### src/rtl/chess_clock_ctrl_pkg.sv
// Shared encodings for the two-player chess clock: FSM states, BCD timer word, side-to-move.
// latency: n/a (types only); backpressure: n/a.
package chess_clock_ctrl_pkg;

    localparam int TIMER_W = 16;

    typedef logic [TIMER_W-1:0] timer_t;

    typedef enum logic [1:0] {
        ST_IDLE  = 2'd0,
        ST_RUN   = 2'd1,
        ST_PAUSE = 2'd2,
        ST_OVER  = 2'd3
    } state_t;

    typedef enum logic {
        SIDE_RED = 1'b0,
        SIDE_BLK = 1'b1
    } side_t;

    function automatic side_t other_side(side_t s);
        return (s == SIDE_RED) ? SIDE_BLK : SIDE_RED;
    endfunction

endpackage

### src/rtl/bcd_mmss_dec.sv
// One-second decrement of a packed BCD mm:ss word, saturating at 00:00; zero flags a 00:00 result.
// latency: combinational; backpressure: none.
module bcd_mmss_dec
    import chess_clock_ctrl_pkg::*;
(
    input  timer_t val,
    output timer_t dec,
    output logic   zero
);

    logic [3:0] sec_d;
    logic [3:0] tsec_d;
    logic [3:0] min_d;
    logic [3:0] tmin_d;
    logic       borrow;

    always_comb begin
        sec_d  = val[3:0];
        tsec_d = val[7:4];
        min_d  = val[11:8];
        tmin_d = val[15:12];
        borrow = 1'b0;
        if (val != '0) begin
            if (sec_d != 4'd0) begin
                sec_d = sec_d - 4'd1;
            end else begin
                sec_d  = 4'd9;
                borrow = 1'b1;
            end
            if (borrow) begin
                if (tsec_d != 4'd0) begin
                    tsec_d = tsec_d - 4'd1;
                    borrow = 1'b0;
                end else begin
                    tsec_d = 4'd5;
                end
            end
            if (borrow) begin
                if (min_d != 4'd0) begin
                    min_d  = min_d - 4'd1;
                    borrow = 1'b0;
                end else begin
                    min_d = 4'd9;
                end
            end
            // A non-zero word always has a non-zero digit left to absorb the borrow.
            if (borrow) begin
                tmin_d = tmin_d - 4'd1;
            end
        end
        dec  = {tmin_d, min_d, tsec_d, sec_d};
        zero = (dec == '0);
    end

endmodule

### src/rtl/chess_clock_ctrl.sv
// Two-player chess clock sequencer: counts down the side to move once per second, swaps turn on move, flags timeout.
// latency: all outputs registered, one edge from the sampled pulse; backpressure: none, pulses outside their state are dropped.
module chess_clock_ctrl
    import chess_clock_ctrl_pkg::*;
#(
    parameter int          CLK_HZ     = 25_000_000,
    parameter logic [15:0] ROUND_INIT = 16'h0100,
    parameter logic [15:0] TOTAL_INIT = 16'h1000
)
(
    input  logic        clk,
    input  logic        rst,
    input  logic        start,
    input  logic        pause,
    input  logic        move_done,
    output logic [15:0] rr_timer,
    output logic [15:0] rt_timer,
    output logic [15:0] br_timer,
    output logic [15:0] bt_timer,
    output logic        turn,
    output logic        running,
    output logic        timeout,
    output logic        loser
);

    localparam int            PW        = $clog2(CLK_HZ);
    localparam logic [PW-1:0] PRESC_MAX = PW'(CLK_HZ - 1);

    state_t        state_q;
    logic [PW-1:0] presc_q;
    side_t         turn_q;
    logic          loser_q;

    timer_t act_round;
    timer_t act_total;
    timer_t round_dec;
    timer_t total_dec;
    logic   round_zero;
    logic   total_zero;
    logic   tick;

    assign act_round = (turn_q == SIDE_RED) ? rr_timer : br_timer;
    assign act_total = (turn_q == SIDE_RED) ? rt_timer : bt_timer;
    assign tick      = (state_q == ST_RUN) && (presc_q == PRESC_MAX);

    bcd_mmss_dec u_round_dec (
        .val  (act_round),
        .dec  (round_dec),
        .zero (round_zero)
    );

    bcd_mmss_dec u_total_dec (
        .val  (act_total),
        .dec  (total_dec),
        .zero (total_zero)
    );

    always_ff @(posedge clk) begin
        if (rst) begin
            state_q  <= ST_IDLE;
            presc_q  <= '0;
            turn_q   <= SIDE_RED;
            loser_q  <= 1'b0;
            rr_timer <= ROUND_INIT;
            br_timer <= ROUND_INIT;
            rt_timer <= TOTAL_INIT;
            bt_timer <= TOTAL_INIT;
        end else begin
            case (state_q)
                ST_IDLE: begin
                    if (start) begin
                        state_q <= ST_RUN;
                        presc_q <= '0;
                    end
                end
                ST_RUN: begin
                    if (move_done) begin
                        // A move landing on the tick cycle swallows that tick entirely.
                        presc_q <= '0;
                        if (turn_q == SIDE_RED) begin
                            rr_timer <= ROUND_INIT;
                        end else begin
                            br_timer <= ROUND_INIT;
                        end
                        turn_q <= other_side(turn_q);
                        if (pause) begin
                            state_q <= ST_PAUSE;
                        end
                    end else if (tick) begin
                        presc_q <= '0;
                        if (turn_q == SIDE_RED) begin
                            rr_timer <= round_dec;
                            rt_timer <= total_dec;
                        end else begin
                            br_timer <= round_dec;
                            bt_timer <= total_dec;
                        end
                        if (round_zero || total_zero) begin
                            state_q <= ST_OVER;
                            loser_q <= turn_q;
                        end else if (pause) begin
                            state_q <= ST_PAUSE;
                        end
                    end else begin
                        presc_q <= presc_q + PW'(1);
                        if (pause) begin
                            state_q <= ST_PAUSE;
                        end
                    end
                end
                ST_PAUSE: begin
                    // Prescaler is left untouched so the interrupted second resumes where it stopped.
                    if (start) begin
                        state_q <= ST_RUN;
                    end
                end
                default: begin
                end
            endcase
        end
    end

    assign turn    = turn_q;
    assign running = (state_q == ST_RUN);
    assign timeout = (state_q == ST_OVER);
    assign loser   = loser_q;

endmodule

### config.mk
export PLATFORM = sky130hd
export DESIGN_NAME = chess_clock_ctrl
export DESIGN_NICKNAME = d
export VERILOG_FILES = /design/src/rtl/chess_clock_ctrl_pkg.sv /design/src/rtl/bcd_mmss_dec.sv /design/src/rtl/chess_clock_ctrl.sv
export SDC_FILE = /design/constraint.sdc
export NUM_CORES = 1
export LEC_CHECK = 0
export BUFFER_PORTS_ARGS = -buffer_cell sky130_fd_sc_hd__buf_2
export CORE_ASPECT_RATIO = 1.25
export CORE_MARGIN = 3
export CORE_UTILIZATION = 38
export DETAILED_ROUTE_END_ITERATION = 8
export GPL_TIMING_DRIVEN = 0
export PLACE_DENSITY_LB_ADDON = 0.05
export SETUP_SLACK_MARGIN = 0.2
export SLEW_MARGIN = 40
export SYNTH_ARGS = -nofsm -noshare
export SYNTH_HDL_FRONTEND = slang
export SYNTH_HIERARCHICAL = 1
export SYNTH_SLANG_ARGS = --single-unit
### constraint.sdc
create_clock -name clk -period 3.7 [get_ports clk]
set_input_delay 0.74 -clock clk [delete_from_list [all_inputs] [get_ports clk]]
set_output_delay 0.74 -clock clk [all_outputs]
set_load 0.03 [all_outputs]
# Word level (Yosys, flattened, before mapping)
# Cells that the tools add are included.
[word_totals]
n_memories = 0
reg_bits = 93
latch_bits = 0
rom_bits = 0
word_cells = 107
mem_bits_rw = 0
in_bits = 5
[classes]
order_cmp = 0
reduce_logical = 25
eq_ne = 6
n_div = 0
bitwise_logic = 2
muxes = 57
mul = 0
add_sub_neg = 9
shift = 0
[op_table]
columns = ["op", "count"]
rows = [
  ["16-bit 2-to-1 mux", 10],
  ["4-bit 2-to-1 mux", 20],
  ["25-bit 2-to-1 mux", 3],
  ["25-bit one-hot mux with 2 select lines", 1],
  ["16-bit zero test", 2],
  ["16-bit nonzero test", 2],
  ["4-bit by 1-bit subtractor with 4-bit output, second input constant", 8],
  ["25-bit by 1-bit adder with 25-bit output, second input constant", 1],
  ["25-bit == test, second input constant", 1],
  ["4-bit nonzero test", 6],
  ["1-bit 2-to-1 mux", 17],
  ["4-bit AND reduction", 3],
  ["2-bit 2-to-1 mux", 5],
  ["2-bit AND reduction", 3],
  ["3-bit AND reduction", 2],
  ["2-bit nonzero test", 3],
  ["2-bit == test, second input constant", 2],
  ["2-bit one-hot mux with 2 select lines", 1],
  ["2-bit by 1-bit == test with 1-bit output, second input constant", 1],
  ["2-bit zero test", 1],
  ["2-bit by 1-bit inequality test with 1-bit output, second input constant", 1],
  ["2-bit inequality test, second input constant", 1],
  ["1-bit NOT", 2],
  ["2-bit OR reduction", 1],
  ["other kinds (2)", 2],
]

# Depth between registers and ports, before layout
# Gate-level depths: netlist of run 1.
[depth]
depth_word = 16
ltp_mapped = 15
ltp_nobuf = 12

# Hierarchy
# Netlist of run 1, hierarchy kept.
[by_module_without_submodules]
columns = ["module", "area_each_um2", "cells_each", "instances"]
rows = [
  ["chess_clock_ctrl", 4329.2, 514, 1],
  ["bcd_mmss_dec at u_total_dec", 435.4, 72, 1],
  ["bcd_mmss_dec at u_round_dec", 424.2, 57, 1],
]

# Least setup slack after synthesis of run 1
# No wires, ideal clock.
[synth_path]
path_kind = "flip-flop to flip-flop"
startpoint = "register turn_q, in the netlist turn"
endpoint = "register loser_q, in the netlist loser"
setup_ns = 0.128
stages_incl_launch_ff = 14
path_buffers = 3
t_arrival_ns = 3.951
synth_period_minus_slack_ns = 4.079
slack_ns = -0.379
cell_sequence = "dfxtp_1 clkbuf_1 clkbuf_1 mux2_2 buf_6 or4_4 or4b_1 o21ai_0 o21ai_0 nor4_1 nor2_1 nor4bb_1 mux2i_1 nor2_1"
[synth_lines]
columns = ["element", "line_no", "text"]
rows = [
  ["from (decl)", "chess_clock_ctrl.sv:31", "side_t turn_q;"],
  ["from (signal assigned)", "chess_clock_ctrl.sv:85", "turn_q <= other_side(turn_q);"],
  ["16-bit 2-to-1 mux (*)", "chess_clock_ctrl.sv:43", "assign act_total = (turn_q == SIDE_RED) ? rt_timer : bt_timer;"],
  ["net act_total[0]", "chess_clock_ctrl.sv:35", "timer_t act_total;"],
  ["4-bit nonzero test", "bcd_mmss_dec.sv:24", "if (sec_d != 4'd0) begin"],
  ["1-bit 2-to-1 mux", "bcd_mmss_dec.sv:24", ""],
  ["1-bit 2-to-1 mux", "bcd_mmss_dec.sv:23", "if (val != '0) begin"],
  ["1-bit 2-to-1 mux", "bcd_mmss_dec.sv:30", "if (borrow) begin"],
  ["1-bit 2-to-1 mux", "bcd_mmss_dec.sv:23", ""],
  ["4-bit 2-to-1 mux", "bcd_mmss_dec.sv:38", "if (borrow) begin"],
  ["4-bit 2-to-1 mux (*)", "bcd_mmss_dec.sv:23", ""],
  ["net total_dec[11]", "chess_clock_ctrl.sv:37", "timer_t total_dec;"],
  ["16-bit zero test (*)", "bcd_mmss_dec.sv:52", "zero = (dec == '0);"],
  ["net total_zero", "chess_clock_ctrl.sv:39", "logic total_zero;"],
  ["1-bit logical OR (*)", "chess_clock_ctrl.sv:98", "if (round_zero || total_zero) begin"],
  ["4-bit AND reduction (no source line) (*)", "-", ""],
  ["to (signal assigned)", "chess_clock_ctrl.sv:100", "loser_q <= turn_q;"],
  ["to (decl)", "chess_clock_ctrl.sv:32", "logic loser_q;"],
]
# The timed path passes the listed nets; every way through them passes the cells marked *. The select of a mux whose other input is x is not followed.
# A chain may end at the register's enable or synchronous reset.

# Worst setup path in the final report of run 1
# Same ends and word-level chain as after synthesis.

==> results of run 1 <==
report_power, final:
group / switching [mW] / total [mW] / internal [mW]
Clock: 0.397 / 1.02 / 0.627
Sequential: 0.00348 / 1.01 / 1.00
Combinational: 0.0827 / 0.125 / 0.0428
layout make-up:
type                    count  area (sq um)
fillers                  1335          6900
multi-input cells         485          3160
flip-flops and latches     93          1870
repair buffers             88           484
clock buffers              12           256
plain buffers              36           235
well taps                 171           214
inverters                  29           109
clock inverters             4          70.1
metal layers:
metal  global-route usage (%)  wire length (um)  part of all wire (%)  up-vias
li1                         -                 -                     -     2517
met1                     25.8              7010                    45     2445
met2                     34.4              7750                    49      118
met3                     3.10               586                   3.7       25
met4                     9.03               354                   2.3        0
met5                        0                 0                     0        -
tightest hold or removal path: stages, from the launching register on:
cell,delay [ns]
dfxtp_1,0.32
nand2_1,0.05
a21oi_1,0.05
cells in the final DEF, fill, tap and decap left out, drive strengths merged, types with 4 or more instances in the layout:
cell type / instances
a21o: 5
a21oi: 56
a22o: 17
a31oi: 11
and3: 4
and4: 5
buf: 98
clkbuf: 38
dfxtp: 93
ha: 5
inv: 29
mux2: 18
mux2i: 7
nand2: 106
nand2b: 22
nand3: 19
nand4: 9
nand4b: 4
nor2: 35
nor2b: 7
nor3: 15
nor4: 7
o21ai: 40
o21bai: 4
o31ai: 4
o32ai: 15
or3: 11
or4: 10
xnor2: 7
xor2: 4
cells by family after synthesis:
logic type / synth area share, %
adder cells (fa/ha/maj): 1.21
buffers and inverters: 5.30
XOR/XNOR: 1.86
multiplexers: 5.26
AO/OA/AOI/OAI: 20.9
AND/OR/NAND/NOR: 29.6
flip-flops: 35.9
through the flow:
stage / setup TNS, ns / std cells / hold slack, ns / instance area (sq um)
global route: 0 / 918 / 0.492 / 6390
detailed placement: -0.439 / 886 / 0.460 / 5800
finish: 0 / 918 / 0.467 / 6390
floorplan: 0 / 643 / 0.431 / 5230
global placement: -0.459 / 886 / 0.445 / 5800
CTS: 0 / 913 / 0.473 / 6310
registers in the layout, summed over array words and instances (netlist names):
register and count:
presc_q 25, br_timer 16, bt_timer 16, turn 1
rr_timer 16, rt_timer 16, loser 1, state_q 2
cells in the mapped netlist (all sizes together) (9+ instances only):
cell type,n
nand3,19
o21ai,40
or4,10
mux2,18
nand4,9
o32ai,15
nor2,35
nand2b,22
dfxtp,93
inv,29
nor3,15
a31oi,11
or3,11
clkbuf,26
a21oi,56
a22o,17
nand2,106
buf,10
timing repair:
item | in CTS | in global routing
endpoints found under the hold margin | 0 | 0
setup buffers | 11 | 5
hold buffers | 0 | 0
resized for setup | 28 | 11
pin swaps | 9 | 8
endpoints found under the setup margin | 6 | 4
cloned | 0 | 0
worst paths after layout:
check	startpoint	to	slack, ns	depth (start not counted)
setup reg to reg	turn	loser	0.14	12
hold / removal	rt_timer[13]	rt_timer[13]	0.47	2
setup / recovery	turn	loser	0.14	12
hold reg to reg	rt_timer[13]	rt_timer[13]	0.47	2
==> impl_metrics.py, run 1 <==
metrics = {
    "logic_synthesis": {
        "yosysWarnings": 6,
        "synth_nets": 653,
        "syn-instance-count": 643,
        "netlist_area_sq_um": 5190,
        "yosysTopAreaCell": "dfxtp_1",
        "ys.flop_type": "dfxtp_1",
        "ys_ff_latch": 93,
        "synth_seq_area_share_pct": 35.9,
        "avgSynthCellArea_sq_um": 8.07,
        "yosysUniqueCellTypes": 68,
        "synthTopCellsByArea": "dfxtp_1 36%, nand2_1 7.6%, a21oi_1 5.4%",
        "synth_top_area_share_pct": 35.9,
        "ys_async_sr_fraction_pct": 0,
        "synth-edff-count": 0,
    },
    "clock_tree": {
        "cts_max_path_buffers": 2,
        "clk_latency_ns": 0.35,
        "cts_buffers": 9,
        "clkSlewWorstSetupHoldPaths_ns": 0.07,
        "htreeDepth": 3,
        "cts_tree": "done",
        "ctsRootBufferMaster": "clkbuf_16",
        "cts_num_sinks": 93,
    },
    "die": {
        "ioPinCount": 73,
        "die_h_um": 137,
        "start_util_pct": 39.0,
        "rows": 47,
        "die_w_um": 111,
        "fp.coreArea_sq_um": 13300,
        "die_area_sq_um": 15100,
    },
    "grt": {
        "grt_first_pass_wirelength_mm": 25.1,
        "grt.overflow.total": 0,
        "antenna_found_initial": 0,
        "grt_max_degree": 15,
        "grt_usage_pct": 20.3,
        "grt_pass1_vias": 4928,
    },
    "setup_path": {
        "cp-end-kind": "flip-flop",
        "max_stage_delay_ns": 0.56,
        "arrival_ns": 3.78,
        "start_kind": "flip-flop",
        "crit_family": "simple AND/OR/NAND/NOR gates",
        "crit_buf_inv": 2,
        "crit_path_max_fanout": 7,
        "required_ns": 3.92,
        "cp_slowest_cell": "or4_4",
        "crit_type": "flip-flop to flip-flop",
        "crit_chain": "clkbuf_16 -> clkbuf_16 -> mux2_4 -> or4_4 -> or4b_4 -> o21ai_1 -> o21ai_1 -> nor4_2 -> nor2_1 -> nor4bb_1 -> mux2i_1 -> nor2_1",
    },
    "sta": {
        "skew_ns": 0.00786,
        "tightest_slew_ns": 0.691,
        "report.final.setup_viol": 0,
        "finalHoldViolCount": 0,
        "fin_ws_ns": 0.137,
        "period_share_pct": 96.3,
        "period_minus_slack_ns": 3.56,
        "slew_violations": 0,
        "timing.fmax_mhz": 281,
        "relSlewSlack_pct": 53.3,
        "rsz0062_at_grt": "yes",
    },
    "drt": {
        "viasPerCell": 5.56,
        "drc_errors": 0,
        "drt-initial-drc-count": 347,
        "post_drt_wl_per_cell_um": 17.1,
        "antenna_left": 0,
        "num_vias": 5105,
        "dr.pass1.iters": 5,
        "wl_mm": 15.7,
    },
    "run": {
        "cap_violations": 0,
    },
    "placed_design": {
        "dp_hpwl_mm": 11.4,
        "port_buffers": 72,
        "gp_congestion": 0.866,
        "place_ws_ns": -0.248,
    },
    "pwr": {
        "vdd_drop_max_v": 0.000186,
        "leakagePower_nw": 2.60,
        "finalPower_mw": 2.16,
        "p_per_area_nw_per_um2": 337,
    },
    "hold_path": {
        "hold_path_class": "flip-flop to flip-flop",
    },
    "final_layout": {
        "fin_util_pct": 48.1,
        "syn_to_final_growth_pct": 23.1,
        "final_net_count": 752,
        "drive_above_1_share_pct": 23.3,
        "insertedDiodeCount": 0,
    },
    "run_status": {
        "outcome": "completed",
    },
}
(Power assumes the default switching activity.)
==> inputs of run 2 (changes only) <==
- RECOVER_POWER: default -> 100
- SLEW_MARGIN: 40 -> default
==> run 2 against run 1 <==
  * Sequential power barely moved
  * Hold slack gained 0.0021 ns
  * Utilization shrank 0.93 points
  * Global-route usage is the same
  * Register-to-register slack better by 0.02 ns
  * Total power fell by 0.18%
  * Clock skew decreased by 0.00096 ns
  * Flip-flop and latch count did not move
==> impl_metrics.py, run 2 (synthesized netlist as in run 1, its figures left out) <==
metrics = {
    "drt": {
        "post_drt_wl_per_cell_um": 17.1,
        "dr.pass1.iters": 5,
        "wl_mm": 15.7,
        "num_vias": 5129,
        "drc_errors": 0,
        "antenna_left": 0,
        "drt-initial-drc-count": 335,
        "viasPerCell": 5.59,
    },
    "die": {
        "die_area_sq_um": 15100,
        "start_util_pct": 39.0,
        "die_h_um": 137,
        "fp.coreArea_sq_um": 13300,
        "die_w_um": 111,
        "ioPinCount": 73,
        "rows": 47,
    },
    "pwr": {
        "p_switching_mw": 0.480,
        "vdd_drop_max_v": 0.000185,
        "comb_power_share_pct": 5.7,
        "clock_power_share_pct": 47.5,
        "leakagePower_nw": 2.28,
        "p_sw_share_pct": 22.3,
        "p_per_area_nw_per_um2": 344,
        "intPower_mw": 1.67,
        "seqPwrFrac_pct": 46.8,
    },
    "setup_path": {
        "r2r_slack_ns": 0.16,
        "r2r_end": "loser",
        "required_ns": 3.92,
        "reg2reg_depth": 12,
        "cp-end-kind": "flip-flop",
        "crit_type": "flip-flop to flip-flop",
        "start_kind": "flip-flop",
        "r2r-start": "turn",
        "crit_path_max_fanout": 7,
        "arrival_ns": 3.75,
    },
    "clock_tree": {
        "cts_buffers": 9,
        "cts_max_path_buffers": 2,
        "clk_latency_ns": 0.35,
        "cts_num_sinks": 93,
        "ctsRootBufferMaster": "clkbuf_16",
        "clkSlewWorstSetupHoldPaths_ns": 0.07,
        "cts_tree": "done",
        "htreeDepth": 3,
        "cts_hold_buf": 0,
    },
    "grt": {
        "grt.overflow.total": 0,
        "grt_max_degree": 15,
        "antenna_found_initial": 0,
        "grt_usage_pct": 20.3,
        "grt_pass1_vias": 4928,
        "grt_first_pass_wirelength_mm": 25.1,
    },
    "final_layout": {
        "stdcell_area_sq_um": 6270,
        "top_register": "presc_q",
        "largest_reg_flops": 25,
        "final_net_count": 752,
        "final_cell_mix": "105 x nand2_1, 96 x clkbuf_1, 92 x dfxtp_1",
        "drive_above_1_share_pct": 12.9,
        "insertedDiodeCount": 0,
        "layout_commonest_cell": "nand2_1",
        "syn_to_final_growth_pct": 20.8,
    },
    "sta": {
        "period_minus_slack_ns": 3.54,
        "timing.fmax_mhz": 283,
        "relSlewSlack_pct": 40.1,
        "slew_violations": 0,
        "rsz0062_at_grt": "yes",
        "finalHoldViolCount": 0,
        "report.final.setup_viol": 0,
        "tightest_slew_ns": 0.892,
        "skew_ns": 0.00690,
        "timing.hold.ws_ns": 0.469,
        "period_share_pct": 95.6,
    },
    "placed_design": {
        "gp_congestion": 0.866,
        "dp_hpwl_mm": 11.4,
        "place_area_sq_um": 5800,
        "port_buffers": 72,
    },
    "hold_path": {
        "min_from": "rt_timer[13]",
        "hold_path_class": "flip-flop to flip-flop",
        "min_to": "rt_timer[13]",
        "hold_depth": 2,
    },
    "run_status": {
        "outcome": "completed",
    },
    "run": {
        "cap_violations": 0,
    },
}
run 2: cell count changes in the layout (fill, tap and decap cells not counted), sizes merged:
cell    before  now
buf         98   24
clkbuf      38  112
run 2: critical path, stage by stage (launching register included):
cell,delay (ns)
dfxtp_4,0.35
clkbuf_16,0.15
clkbuf_16,0.16
mux2_4,0.34
or4_4,0.56
or4b_4,0.51
o21ai_1,0.15
o21ai_1,0.11
nor4_2,0.34
nor2_1,0.12
nor4bb_1,0.35
mux2i_1,0.22
nor2_1,0.05
run 2: layout make-up:
| class | instances | area (sq um) |
|---|---|---|
| buffer | 36 | 228 |
| clock buffer | 12 | 256 |
| clock inverter | 4 | 70.1 |
| fill | 1381 | 7020 |
| inverter | 29 | 109 |
| multi-input combinational | 485 | 3130 |
| sequential | 93 | 1870 |
| tap | 171 | 214 |
| timing repair buffer | 88 | 397 |
run 2: power by group through the flow:
stage               clock, mW  combinational (mW)  sequential [mW]
floorplan                   0              0.0703             1.03
global placement            0               0.110             1.03
detailed placement          0               0.111             1.03
CTS                      1.04               0.125             1.01
global route             1.09               0.133             1.01
finish                   1.02               0.123             1.01
run 2: worst max path at each step:
stage                     startpoint  slack (ns)    end
after floorplan                 turn        0.20  loser
after global placement          turn       -0.26  loser
after detailed placement        turn       -0.25  loser
after CTS                       turn        0.20  loser
after global routing            turn        0.02  loser
final                           turn        0.16  loser
run 2: stage by stage:
stage | setup slack [ns] | power (mW) | setup TNS (ns) | utilization [%] | std cells
2_1_floorplan | 0.203 | 1.10 | 0 | - | 643
3_3_place_gp | -0.259 | 1.14 | -0.459 | 43.7 | 886
3_5_place_dp | -0.248 | 1.14 | -0.439 | 43.7 | 886
4_1_cts | 0.203 | 2.18 | 0 | 47.5 | 913
5_1_grt | 0.0225 | 2.23 | 0 | 47.1 | 918
6_report | 0.161 | 2.15 | 0 | 47.1 | 918
run 2: routing by layer:
| layer | routed length [um] | GRT usage [%] |
|---|---|---|
| met4 | 358 | 9.03 |
| met1 | 7130 | 25.8 |
| met2 | 7660 | 34.4 |
| met5 | 0 | 0 |
| met3 | 582 | 3.10 |
run 2: timing repair:
item / CTS / global route
pin swaps: 9 / 8
hold endpoints to repair: 0 / 0
resized for setup: 28 / 11
setup buffers: 11 / 5
setup endpoints to repair: 6 / 4
==> inputs of run 3 (changes only) <==
- CORE_UTILIZATION: 38 -> 40
- SYNTH_HIERARCHICAL: 1 -> default
==> run 3 against run 2 <==
  * Clock power down 6%
  * Critical path depth up 1
  * Fmax up 3.4%
  * Global-route usage increased by 4.0 points
  * Die area increased by 1.1%
  * Flip-flop and latch count unchanged
  * Hold slack improved by 0.029 ns
  * First-iteration DRC count rose by 18%
  * Final cell count grew 7.0%
  * Total power increased by 10%
  * Synthesized cell count grew 12%
==> impl_metrics.py, run 3 <==
metrics = {
    "run_status": {
        "outcome": "completed",
    },
    "logic_synthesis": {
        "syn-instance-count": 721,
        "netlist_top_cells_count": "110 x nor2_1, 93 x dfxtp_1, 81 x nand2_1",
        "synth_nets": 733,
        "yosysMostFrequentCell": "nor2_1",
        "ys_async_sr_fraction_pct": 0,
        "ys.flop_type": "dfxtp_1",
        "yosysTopAreaCell": "dfxtp_1",
        "yosysUniqueCellTypes": 63,
        "avgSynthCellArea_sq_um": 7.67,
        "synth_seq_area_share_pct": 33.7,
        "synth-edff-count": 0,
        "synthTopCellsByArea": "dfxtp_1 34%, nor2_1 7.5%, mux2i_1 7.4%",
        "synth_top_area_share_pct": 33.7,
        "yosysWarnings": 0,
        "netlist_area_sq_um": 5530,
        "ys_ff_latch": 93,
    },
    "sta": {
        "slew_violations": 0,
        "rsz0062_at_grt": "yes",
        "period_minus_slack_ns": 3.42,
        "skew_ns": 0.00984,
        "relSlewSlack_pct": 22.4,
        "finalHoldViolCount": 0,
        "report.final.setup_viol": 0,
        "period_share_pct": 92.5,
        "fin_ws_ns": 0.278,
        "tightest_slew_ns": 1.15,
        "timing.fmax_mhz": 292,
    },
    "final_layout": {
        "final_net_count": 819,
        "drive_above_1_share_pct": 7.40,
        "syn_to_final_growth_pct": 18.4,
        "largest_reg_flops": 25,
        "final_cell_mix": "110 x nor2_1, 101 x clkbuf_1, 92 x dfxtp_1",
        "stdcell_area_sq_um": 6540,
        "top_register": "presc_q",
        "insertedDiodeCount": 0,
        "layout_commonest_cell": "nor2_1",
        "final_cells": 982,
    },
    "run": {
        "cap_violations": 0,
    },
    "pwr": {
        "p_per_area_nw_per_um2": 363,
        "finalPower_mw": 2.38,
        "leakagePower_nw": 2.21,
        "vdd_drop_max_v": 0.000166,
    },
    "grt": {
        "grtUsageMet1_pct": 29.8,
        "grt_usage_pct": 24.3,
        "met2_usage_pct": 42.7,
        "grt_max_degree": 15,
        "grtUsageMet3_pct": 3.43,
        "busiest_layer": "met2",
        "grt_pass1_vias": 5590,
        "grt.overflow.total": 0,
        "antenna_found_initial": 0,
        "grt_first_pass_wirelength_mm": 29.6,
    },
    "die": {
        "die_h_um": 137,
        "die_w_um": 111,
        "start_util_pct": 41.2,
        "fp.coreArea_sq_um": 13400,
        "ioPinCount": 73,
        "die_area_sq_um": 15300,
        "rows": 47,
    },
    "placed_design": {
        "place_area_sq_um": 6130,
        "place_ws_ns": -0.625,
        "gp_congestion": 0.933,
        "dp_cells": 963,
        "dp_hpwl_mm": 14.0,
        "port_buffers": 71,
    },
    "clock_tree": {
        "ctsRootBufferMaster": "clkbuf_16",
        "clk_latency_ns": 0.35,
        "cts_hold_buf": 0,
        "clkSlewWorstSetupHoldPaths_ns": 0.07,
        "htreeDepth": 3,
        "cts_num_sinks": 93,
        "cts_tree": "done",
        "cts_max_path_buffers": 2,
        "cts_buffers": 9,
    },
    "setup_path": {
        "crit_path_max_fanout": 10,
        "arrival_ns": 3.66,
        "r2r_slack_ns": 0.28,
        "start_kind": "flip-flop",
        "cp_slowest_cell": "o41a_1",
        "crit_top_cell": "buf_6",
        "required_ns": 3.94,
        "max_stage_delay_ns": 0.44,
        "cp-end-kind": "flip-flop",
        "crit_chain": "buf_4 -> buf_6 -> buf_6 -> buf_8 -> mux2i_4 -> ha_1 -> o221ai_2 -> nor4_4 -> clkbuf_1 -> a21o_1 -> nand2_1 -> o41a_1 -> mux2i_1",
        "crit_type": "flip-flop to flip-flop",
    },
    "hold_path": {
        "hold_path_class": "flip-flop to flip-flop",
    },
    "drt": {
        "post_drt_wl_per_cell_um": 19.5,
        "drt-initial-drc-count": 394,
        "dr.pass1.iters": 5,
        "antenna_left": 0,
        "wl_mm": 19.2,
        "num_vias": 5861,
        "drc_errors": 0,
        "viasPerCell": 5.97,
    },
}
[run 3: changes by cell type after synthesis, sizes merged, moves of 15 or more]
cell | previous run | this run
mux2i | 7 | 41
inv | 29 | 7
a21oi | 56 | 74
nand2b | 22 | 7
nand2 | 106 | 81
nor2 | 35 | 110
[run 3: report_power, final]
| group | internal, mW | leakage [nW] | switching, mW |
|---|---|---|---|
| Combinational | 0.135 | 1.32 | 0.266 |
| Clock | 0.558 | 0.141 | 0.398 |
| Sequential | 1.01 | 0.751 | 0.0105 |
[run 3: stage by stage]
stage	util (%)	hold WS [ns]	setup TNS, ns
global route	48.8	0.536	0
global placement	45.7	0.462	-4.94
CTS	48.9	0.495	0
finish	48.8	0.498	0
detailed placement	45.7	0.475	-4.93
floorplan	-	0.455	0
[run 3: final cells by class]
class | count | area, sq um
inverters | 7 | 26.3
well taps | 171 | 214
plain buffers | 39 | 196
multi-input cells | 582 | 3640
repair buffers | 75 | 297
clock buffers | 12 | 256
fillers | 1393 | 6860
flip-flops and latches | 93 | 1870
clock inverters | 3 | 45.0
[run 3: worst max-delay path: cells and delay by family (launching register included)]
| kind | cells | cell delay (ns) |
|---|---|---|
| compound gates | 3 | 0.76 |
| fa+ha+maj | 1 | 0.22 |
| flops | 1 | 0.39 |
| mux | 2 | 0.42 |
| simple gates | 2 | 0.35 |
| buf+inv | 5 | 1.15 |
[run 3: final timing paths]
path	start	end	cells after the start
setup / recovery	turn	loser	13
hold / removal	rr_timer[15]	rr_timer[15]	2
setup reg to reg	turn	loser	13
hold reg to reg	rr_timer[15]	rr_timer[15]	2
[run 3: kinds of logic (layout without fill, tap and decap cells)]
family                   count (synthesis)  count (layout)  synth area share [%]
flip-flops                              93              93                  33.7
multiplexers                            46              46                  8.65
adder cells (fa/ha/maj)                  7               7                  1.58
XOR/XNOR                                10              10                  1.58
AND/OR/NAND/NOR                        343             343                  31.1
buffers and inverters                   46             136                  3.28
AO/OA/AOI/OAI                          176             176                  20.1
[run 3: timing repair]
item | 4_1_cts | 5_1_grt
setup buffers | 3 | 1
endpoints found under the setup margin | 50 | 21
pin swaps | 2 | 4
gates resized for setup | 24 | 14
cloned | 0 | 0
[run 3: layer usage]
layer | share of wire (%) | vias to the layer above
met2 | 49 | 212
met3 | 6.1 | 35
li1 | - | 2795
met4 | 2.9 | 0
met5 | 0 | -
met1 | 42 | 2819
